## src/rtl/sync_fifo_param_if.sv

```systemverilog
//------------------------------------------------------------------------------
// sync_fifo_param_if
//
// Handshake and status bundle between a single-clock FIFO and the logic
// around it.
//
// Modports:
//   master : producer/consumer side. Drives wr_en, wdata, rd_en (and err_clr)
//            and observes data plus status.
//   slave  : FIFO side. Mirror image of master.
//
// Signals:
//   wr_en, wdata                    write request and data
//   rd_en                           read request
//   rdata, rvalid                   registered read data and its strobe
//   full, empty                     occupancy extremes
//   almost_full, almost_empty       threshold flags
//   count                           fill level, 0..2**ADDRESS_SIZE
//   overflow, underflow, err_clr    sticky error flags and their clear;
//                                   present only when FIFO_ERR_FLAGS_EN
//                                   is defined
//------------------------------------------------------------------------------
interface sync_fifo_param_if #(
    parameter int DATA_WIDTH   = 8,
    parameter int ADDRESS_SIZE = 4
);
    logic                    wr_en;
    logic [DATA_WIDTH-1:0]   wdata;
    logic                    rd_en;
    logic [DATA_WIDTH-1:0]   rdata;
    logic                    rvalid;
    logic                    full;
    logic                    empty;
    logic                    almost_full;
    logic                    almost_empty;
    logic [ADDRESS_SIZE:0]   count;
`ifdef FIFO_ERR_FLAGS_EN
    logic                    overflow;
    logic                    underflow;
    logic                    err_clr;

    modport master (
        output wr_en, wdata, rd_en, err_clr,
        input  rdata, rvalid, full, empty, almost_full, almost_empty, count,
               overflow, underflow
    );

    modport slave (
        input  wr_en, wdata, rd_en, err_clr,
        output rdata, rvalid, full, empty, almost_full, almost_empty, count,
               overflow, underflow
    );
`else
    modport master (
        output wr_en, wdata, rd_en,
        input  rdata, rvalid, full, empty, almost_full, almost_empty, count
    );

    modport slave (
        input  wr_en, wdata, rd_en,
        output rdata, rvalid, full, empty, almost_full, almost_empty, count
    );
`endif
endinterface

```

## src/rtl/sync_fifo_param.sv

```systemverilog
//------------------------------------------------------------------------------
// sync_fifo_param
//
// Parametrised single-clock FIFO. Holds 2**ADDRESS_SIZE words of DATA_WIDTH
// bits, uses extra-bit read/write pointers to tell full from empty, reports
// the fill level and almost-full/almost-empty thresholds, and returns read
// data through a register with a one-cycle rvalid strobe.
//
// Ports:
//   clk    : clock, all state updates on the rising edge
//   rst_n  : asynchronous active-low reset
//   fifo   : sync_fifo_param_if.slave
//              wr_en/wdata   write request, accepted when not full
//              rd_en         read request, accepted when not empty
//              rdata/rvalid  read data, updated on the accepting edge;
//                            rvalid is high for the cycle after that edge
//              full/empty/almost_full/almost_empty/count  status
//              overflow/underflow/err_clr  sticky error flags (optional)
//
// Build option:
//   FIFO_ERR_FLAGS_EN  when defined, adds sticky overflow/underflow flags
//                      cleared by err_clr. When undefined, rejected requests
//                      are silently ignored.
//------------------------------------------------------------------------------
module sync_fifo_param #(
    parameter int DATA_WIDTH    = 8,
    parameter int ADDRESS_SIZE  = 4,
    parameter int AFULL_THRESH  = 14,
    parameter int AEMPTY_THRESH = 2
) (
    input  logic             clk,
    input  logic             rst_n,
    sync_fifo_param_if.slave fifo
);

    localparam int DEPTH = 2 ** ADDRESS_SIZE;
    localparam logic [ADDRESS_SIZE:0] AFULL_LVL  = (ADDRESS_SIZE+1)'(AFULL_THRESH);
    localparam logic [ADDRESS_SIZE:0] AEMPTY_LVL = (ADDRESS_SIZE+1)'(AEMPTY_THRESH);

    logic [DATA_WIDTH-1:0]   mem [DEPTH];
    logic [ADDRESS_SIZE:0]   w_ptr;
    logic [ADDRESS_SIZE:0]   r_ptr;
    logic [ADDRESS_SIZE:0]   level;
    logic [DATA_WIDTH-1:0]   rdata_q;
    logic                    rvalid_q;
    logic                    full_w;
    logic                    empty_w;
    logic                    wr_accept;
    logic                    rd_accept;

    // Status is a pure function of the registered pointers, so no request
    // input reaches a flag combinationally.
    assign empty_w = (w_ptr == r_ptr);
    assign full_w  = (w_ptr[ADDRESS_SIZE-1:0] == r_ptr[ADDRESS_SIZE-1:0]) &&
                     (w_ptr[ADDRESS_SIZE] != r_ptr[ADDRESS_SIZE]);
    // Modular subtraction gives the true level even after pointer wrap.
    assign level   = w_ptr - r_ptr;

    assign wr_accept = fifo.wr_en && !full_w;
    assign rd_accept = fifo.rd_en && !empty_w;

    // Pointer stage
    always_ff @(posedge clk or negedge rst_n) begin
        if (!rst_n) begin
            w_ptr <= '0;
            r_ptr <= '0;
        end else begin
            if (wr_accept) w_ptr <= w_ptr + 1'b1;
            if (rd_accept) r_ptr <= r_ptr + 1'b1;
        end
    end

    // Storage stage; contents are not reset, the pointers alone define what
    // is valid.
    always_ff @(posedge clk) begin
        if (wr_accept) mem[w_ptr[ADDRESS_SIZE-1:0]] <= fifo.wdata;
    end

    // Read register stage
    always_ff @(posedge clk or negedge rst_n) begin
        if (!rst_n) begin
            rdata_q  <= '0;
            rvalid_q <= 1'b0;
        end else begin
            rvalid_q <= rd_accept;
            if (rd_accept) rdata_q <= mem[r_ptr[ADDRESS_SIZE-1:0]];
        end
    end

    assign fifo.rdata        = rdata_q;
    assign fifo.rvalid       = rvalid_q;
    assign fifo.full         = full_w;
    assign fifo.empty        = empty_w;
    assign fifo.count        = level;
    assign fifo.almost_full  = (level >= AFULL_LVL);
    assign fifo.almost_empty = (level <= AEMPTY_LVL);

`ifdef FIFO_ERR_FLAGS_EN
    logic overflow_q;
    logic underflow_q;

    // Sticky error stage; a new error on the clearing edge takes priority.
    always_ff @(posedge clk or negedge rst_n) begin
        if (!rst_n) begin
            overflow_q  <= 1'b0;
            underflow_q <= 1'b0;
        end else begin
            if (fifo.wr_en && full_w)  overflow_q  <= 1'b1;
            else if (fifo.err_clr)     overflow_q  <= 1'b0;
            if (fifo.rd_en && empty_w) underflow_q <= 1'b1;
            else if (fifo.err_clr)     underflow_q <= 1'b0;
        end
    end

    assign fifo.overflow  = overflow_q;
    assign fifo.underflow = underflow_q;
`endif

endmodule

```

## src/flat_wrapper.sv

```systemverilog
// flat-port wrapper written by rule: the top's interface ports become plain ports
module sync_fifo_param_flat 
#(
    parameter int DATA_WIDTH    = 8,
    parameter int ADDRESS_SIZE  = 4,
    parameter int AFULL_THRESH  = 14,
    parameter int AEMPTY_THRESH = 2
)
  (clk, rst_n, fifo_wr_en, fifo_wdata, fifo_rd_en, fifo_rdata, fifo_rvalid, fifo_full, fifo_empty, fifo_almost_full, fifo_almost_empty, fifo_count);
  sync_fifo_param_if #(.DATA_WIDTH(DATA_WIDTH), .ADDRESS_SIZE(ADDRESS_SIZE)) fifo_i ();
  input  logic clk;
  input  logic rst_n;
  input wire logic [$bits(fifo_i.wr_en)-1:0] fifo_wr_en;
  input wire logic [$bits(fifo_i.wdata)-1:0] fifo_wdata;
  input wire logic [$bits(fifo_i.rd_en)-1:0] fifo_rd_en;
  output wire logic [$bits(fifo_i.rdata)-1:0] fifo_rdata;
  output wire logic [$bits(fifo_i.rvalid)-1:0] fifo_rvalid;
  output wire logic [$bits(fifo_i.full)-1:0] fifo_full;
  output wire logic [$bits(fifo_i.empty)-1:0] fifo_empty;
  output wire logic [$bits(fifo_i.almost_full)-1:0] fifo_almost_full;
  output wire logic [$bits(fifo_i.almost_empty)-1:0] fifo_almost_empty;
  output wire logic [$bits(fifo_i.count)-1:0] fifo_count;
  assign fifo_i.wr_en = fifo_wr_en;
  assign fifo_i.wdata = fifo_wdata;
  assign fifo_i.rd_en = fifo_rd_en;
  assign fifo_rdata = fifo_i.rdata;
  assign fifo_rvalid = fifo_i.rvalid;
  assign fifo_full = fifo_i.full;
  assign fifo_empty = fifo_i.empty;
  assign fifo_almost_full = fifo_i.almost_full;
  assign fifo_almost_empty = fifo_i.almost_empty;
  assign fifo_count = fifo_i.count;
  sync_fifo_param #(.DATA_WIDTH(DATA_WIDTH), .ADDRESS_SIZE(ADDRESS_SIZE), .AFULL_THRESH(AFULL_THRESH), .AEMPTY_THRESH(AEMPTY_THRESH)) u_core (.clk(clk), .rst_n(rst_n), .fifo(fifo_i));
endmodule
```

## config.mk

```make
export PLATFORM = sky130hd
export DESIGN_NAME = sync_fifo_param_flat
export DESIGN_NICKNAME = d
export VERILOG_FILES = /design/src/rtl/sync_fifo_param_if.sv /design/src/rtl/sync_fifo_param.sv /design/src/flat_wrapper.sv
export SDC_FILE = /design/constraint.sdc
export NUM_CORES = 1
export LEC_CHECK = 0
export ABC_AREA = 1
export CORE_MARGIN = 3
export CORE_UTILIZATION = 55
export DETAILED_ROUTE_END_ITERATION = 8
export DONT_BUFFER_PORTS = 1
export MAX_ROUTING_LAYER = met4
export PLACE_DENSITY_LB_ADDON = 0.05
export SLEW_MARGIN = 0
export SYNTH_ARGS = -nofsm -noshare
export SYNTH_HDL_FRONTEND = slang
export SYNTH_SLANG_ARGS = --single-unit
```

## constraint.sdc

```tcl
create_clock -name clk -period 2.5 [get_ports clk]
set_input_delay 0.25 -clock clk [delete_from_list [all_inputs] [get_ports clk]]
set_output_delay 0.25 -clock clk [all_outputs]
set_load 0.005 [all_outputs]
```

==> out/metrics.cfg, run 1 <==
[status]
status=finished clean

[worst_setup_path]
crit_arrival_ns=2.05
worst-path-buf-inv=2
worstSetupStartpointType=register
timing.critical_path.cells=inv_2 > ha_1 > inv_1 > fa_1 > nand3_1 > nand2_1 > nand2_1 > nand2_1 > nor3b_2
worstPathMaxFanout=4
worst_ep_required_time_ns=2.25
worst_path_dominant_cell_family=adder cells
setup.worst_path.start=u_core.w_ptr[0]$_DFFE_PN0P_
worst_path_most_repeated_cell=nand2_1
cpMaxStageDelayCell=dfrtp_1
end_kind=output port
critical_path_class=register to output port
critical_path.reg2reg.startpoint=u_core.r_ptr[1]$_DFFE_PN0P_
slowest_delay_ns=0.40

[routing]
pre_repair_dr_iteration_count=5
dr.first_iter.drc_count=281
detail_route.wl_per_cell_um=17.4
post_detailed_route_via_to_cell_ratio=5.17
detail_route.drc_violations=0
route.vias.total=4212
postRouteAntennaNets=0
drt_wl_total_um=14200

[floorplan]
fp-row-count=39
die_area_um2=13200
area_of_the_core_um2=11500
ios=30
die_h_um=115
start_util_pct=56.7
die_width_um=115

[sta]
finalHoldViolCount=0
final.setup_skew_ns=0.00688
achievable_clock_frequency_mhz=434
finalSetupViolations=0
post_route_fraction_of_the_period_consumed_by_the_critical_path_pct=92.2
timing.slew.headroom_pct=35.5
drv_slew=0
period_needed_ns=2.30
timing.setup.tns_ns=0
tightest_slew_ns=0.964
rsz0062_at_grt=no

[layout]
post-route-util_pct=64.4
finish.net_count=678
fin_area_um2=7420
non_filler_instance_count_after_layout=814
syn_to_final_growth_pct=13.6
layout-drive-gt1-share_pct=12.0
num-fill-cells=916

[power_and_ir_drop]
leakage_nw=3.16
power.density_nw_per_um2=1170
power.ir.vdd_worst_uv=915
power.total_w=0.00869

[grt]
grt_pass1_wl_um=22400
grt_antenna_before_repair=1
first_global_vias=4146
globalRouteOverflowTotal=0
grtUsageTotal_pct=23.9
pin_count_of_the_biggest_net_entering_global_routing=67

[worst_hold_path]
source_of_the_worst_hold_timing_path=fifo_wr_en
worst_hold_path_type=primary input to register

[flow_run]
timing.max_cap.violations=0

[synthesis]
mapped_cells=624
mappedNetlistNets=646
synth-edff-count=128
synthesis.area_um2=6530
yosys_register_bits=147
synth.yosys.seq_area_share_pct=66.1
syn-mean-instance-area_um2=10.5
ys_warn_count=0
async_reset_ff_share_pct=12.9
synth_cell_type_count=26
synth_top_flop_cell=edfxtp_1

[placement]
dp_cells=769
gp_routability_congestion=0.924
dp_hpwl_um=9120
io_buffers=0
postPlaceCellArea_um2=6780

[clocking]
clock_tree_from_tritoncts=done
path_clk_slew_ns=0.05
sinks_on_clock_net=147
clock_network_latency_to_the_later_pin_of_the_worst_skew_pair_ns=0.42
clk_path_buf_depth=2
cts_buffers=17
cts_htree_levels=4
root_buffer=clkbuf_16

## sequential cells by signal (all words and copies together) (netlist names)
signal / flops
u_core.r_ptr: 5
u_core.fifo.rdata: 8
u_core.w_ptr: 5
u_core.fifo.rvalid: 1
u_core.mem: 128
## per-layer routing
metal	wire length, um	track usage [%]	vias up
met5	0	-	-
met4	238	8.14	0
met3	889	5.58	25
met2	7150	38.5	116
met1	5880	29.9	1982
li1	-	-	2089
## cell usage after synthesis (all sizes together) (3+ instances only)
cell | n | share of area, %
o21ai | 3 | 0.23
dfrtp | 19 | 7.3
nand2 | 179 | 11
inv | 96 | 5.6
ha | 9 | 1.7
a21oi | 19 | 1.8
buf | 25 | 2.1
nor2 | 34 | 2.1
xor2 | 10 | 1.5
edfxtp | 128 | 59
nand3 | 97 | 7.4
## cell usage in the layout, fill, tap and decap left out, drive strengths merged
| master | n |
|---|---|
| buf | 29 |
| nand2 | 179 |
| dlygate4sd3 | 10 |
| inv | 96 |
| fa | 1 |
| xor2 | 10 |
| o21ai | 3 |
| a21oi | 19 |
| nor2 | 34 |
| ha | 9 |
| nor3b | 1 |
| diode | 2 |
| dfrtp | 19 |
| clkinvlp | 2 |
| clkinv | 4 |
| a21boi | 1 |
| edfxtp | 128 |
| nand3 | 97 |
| clkbuf | 27 |
## area by class of cell
| cell class | count | area [um^2] | area share (%) |
|---|---|---|---|
| clock buffers | 27 | 493 | 6.65 |
| clock inverters | 5 | 30.0 | 0.405 |
| flip-flops and latches | 147 | 4320 | 58.2 |
| inverters | 97 | 367 | 4.94 |
| well taps | 143 | 179 | 2.41 |
| multi-input cells | 354 | 1710 | 23.0 |
| repair buffers | 39 | 318 | 4.28 |
| diodes | 2 | 5.00 | 0.0675 |
## kinds of logic after synthesis
| logic type | Yosys count | share of synthesized area, % |
|---|---|---|
| AO/OA/AOI/OAI | 23 | 2.20 |
| XOR/XNOR | 10 | 1.46 |
| adder cells (fa/ha/maj) | 10 | 2.03 |
| buffers and inverters | 123 | 7.80 |
| flip-flops | 147 | 66.1 |
| AND/OR/NAND/NOR | 311 | 20.4 |
## path summary, 6_finish.rpt
kind,to,cells past startpoint,slack [ns]
setup / recovery,fifo_almost_empty,9,0.20
hold / removal,u_core.w_ptr[0]$_DFFE_PN0P_,2,0.07
setup reg to reg,u_core.mem[2][3]$_DFFE_PP_,8,0.34
hold reg to reg,u_core.w_ptr[4]$_DFFE_PN0P_,1,0.49
max in group asynchronous,u_core.r_ptr[0]$_DFFE_PN0P_,1,1.41
min in group asynchronous,u_core.w_ptr[4]$_DFFE_PN0P_,1,0.43
## report_power, final
part / total, W / switching (W) / internal [W]
Combinational: 0.00323 / 0.00214 / 0.00109
Sequential: 0.00323 / 0.000182 / 0.00304
Clock: 0.00223 / 0.000889 / 0.00134
## metrics by stage
stage / worst slack, ns / hold WS, ns
global route: 0.00634 / 0.0709
finish: 0.196 / 0.0742
CTS: 0.0557 / 0.0643
global placement: 0.402 / -0.0450
detailed placement: 0.381 / -0.0451
floorplan: 0.171 / -0.0456
## worst reg2reg max path: stages, from the launching register on
cell and delay, ns:
dfrtp_1 0.39, inv_2 0.17, ha_1 0.28, nand2_1 0.13, nor2_4 0.05, a21boi_2 0.26
nand2_1 0.24, nor2_1 0.16, buf_4 0.19
## what timing repair did
| item | in CTS | in global routing |
|---|---|---|
| endpoints found under the setup margin | 0 | 1 |
| resized for setup | 0 | 2 |
| hold buffers | 10 | 0 |
| buffers inserted | 0 | 1 |
| endpoints found under the hold margin | 148 | 0 |
Power figures use the tool's default switching activity.
==> run 2: changes to the inputs <==
SLEW_MARGIN = unset   (was 0)
==> results of run 2 <==
The final DEF is identical to that of run 1; final timing and power are the same.
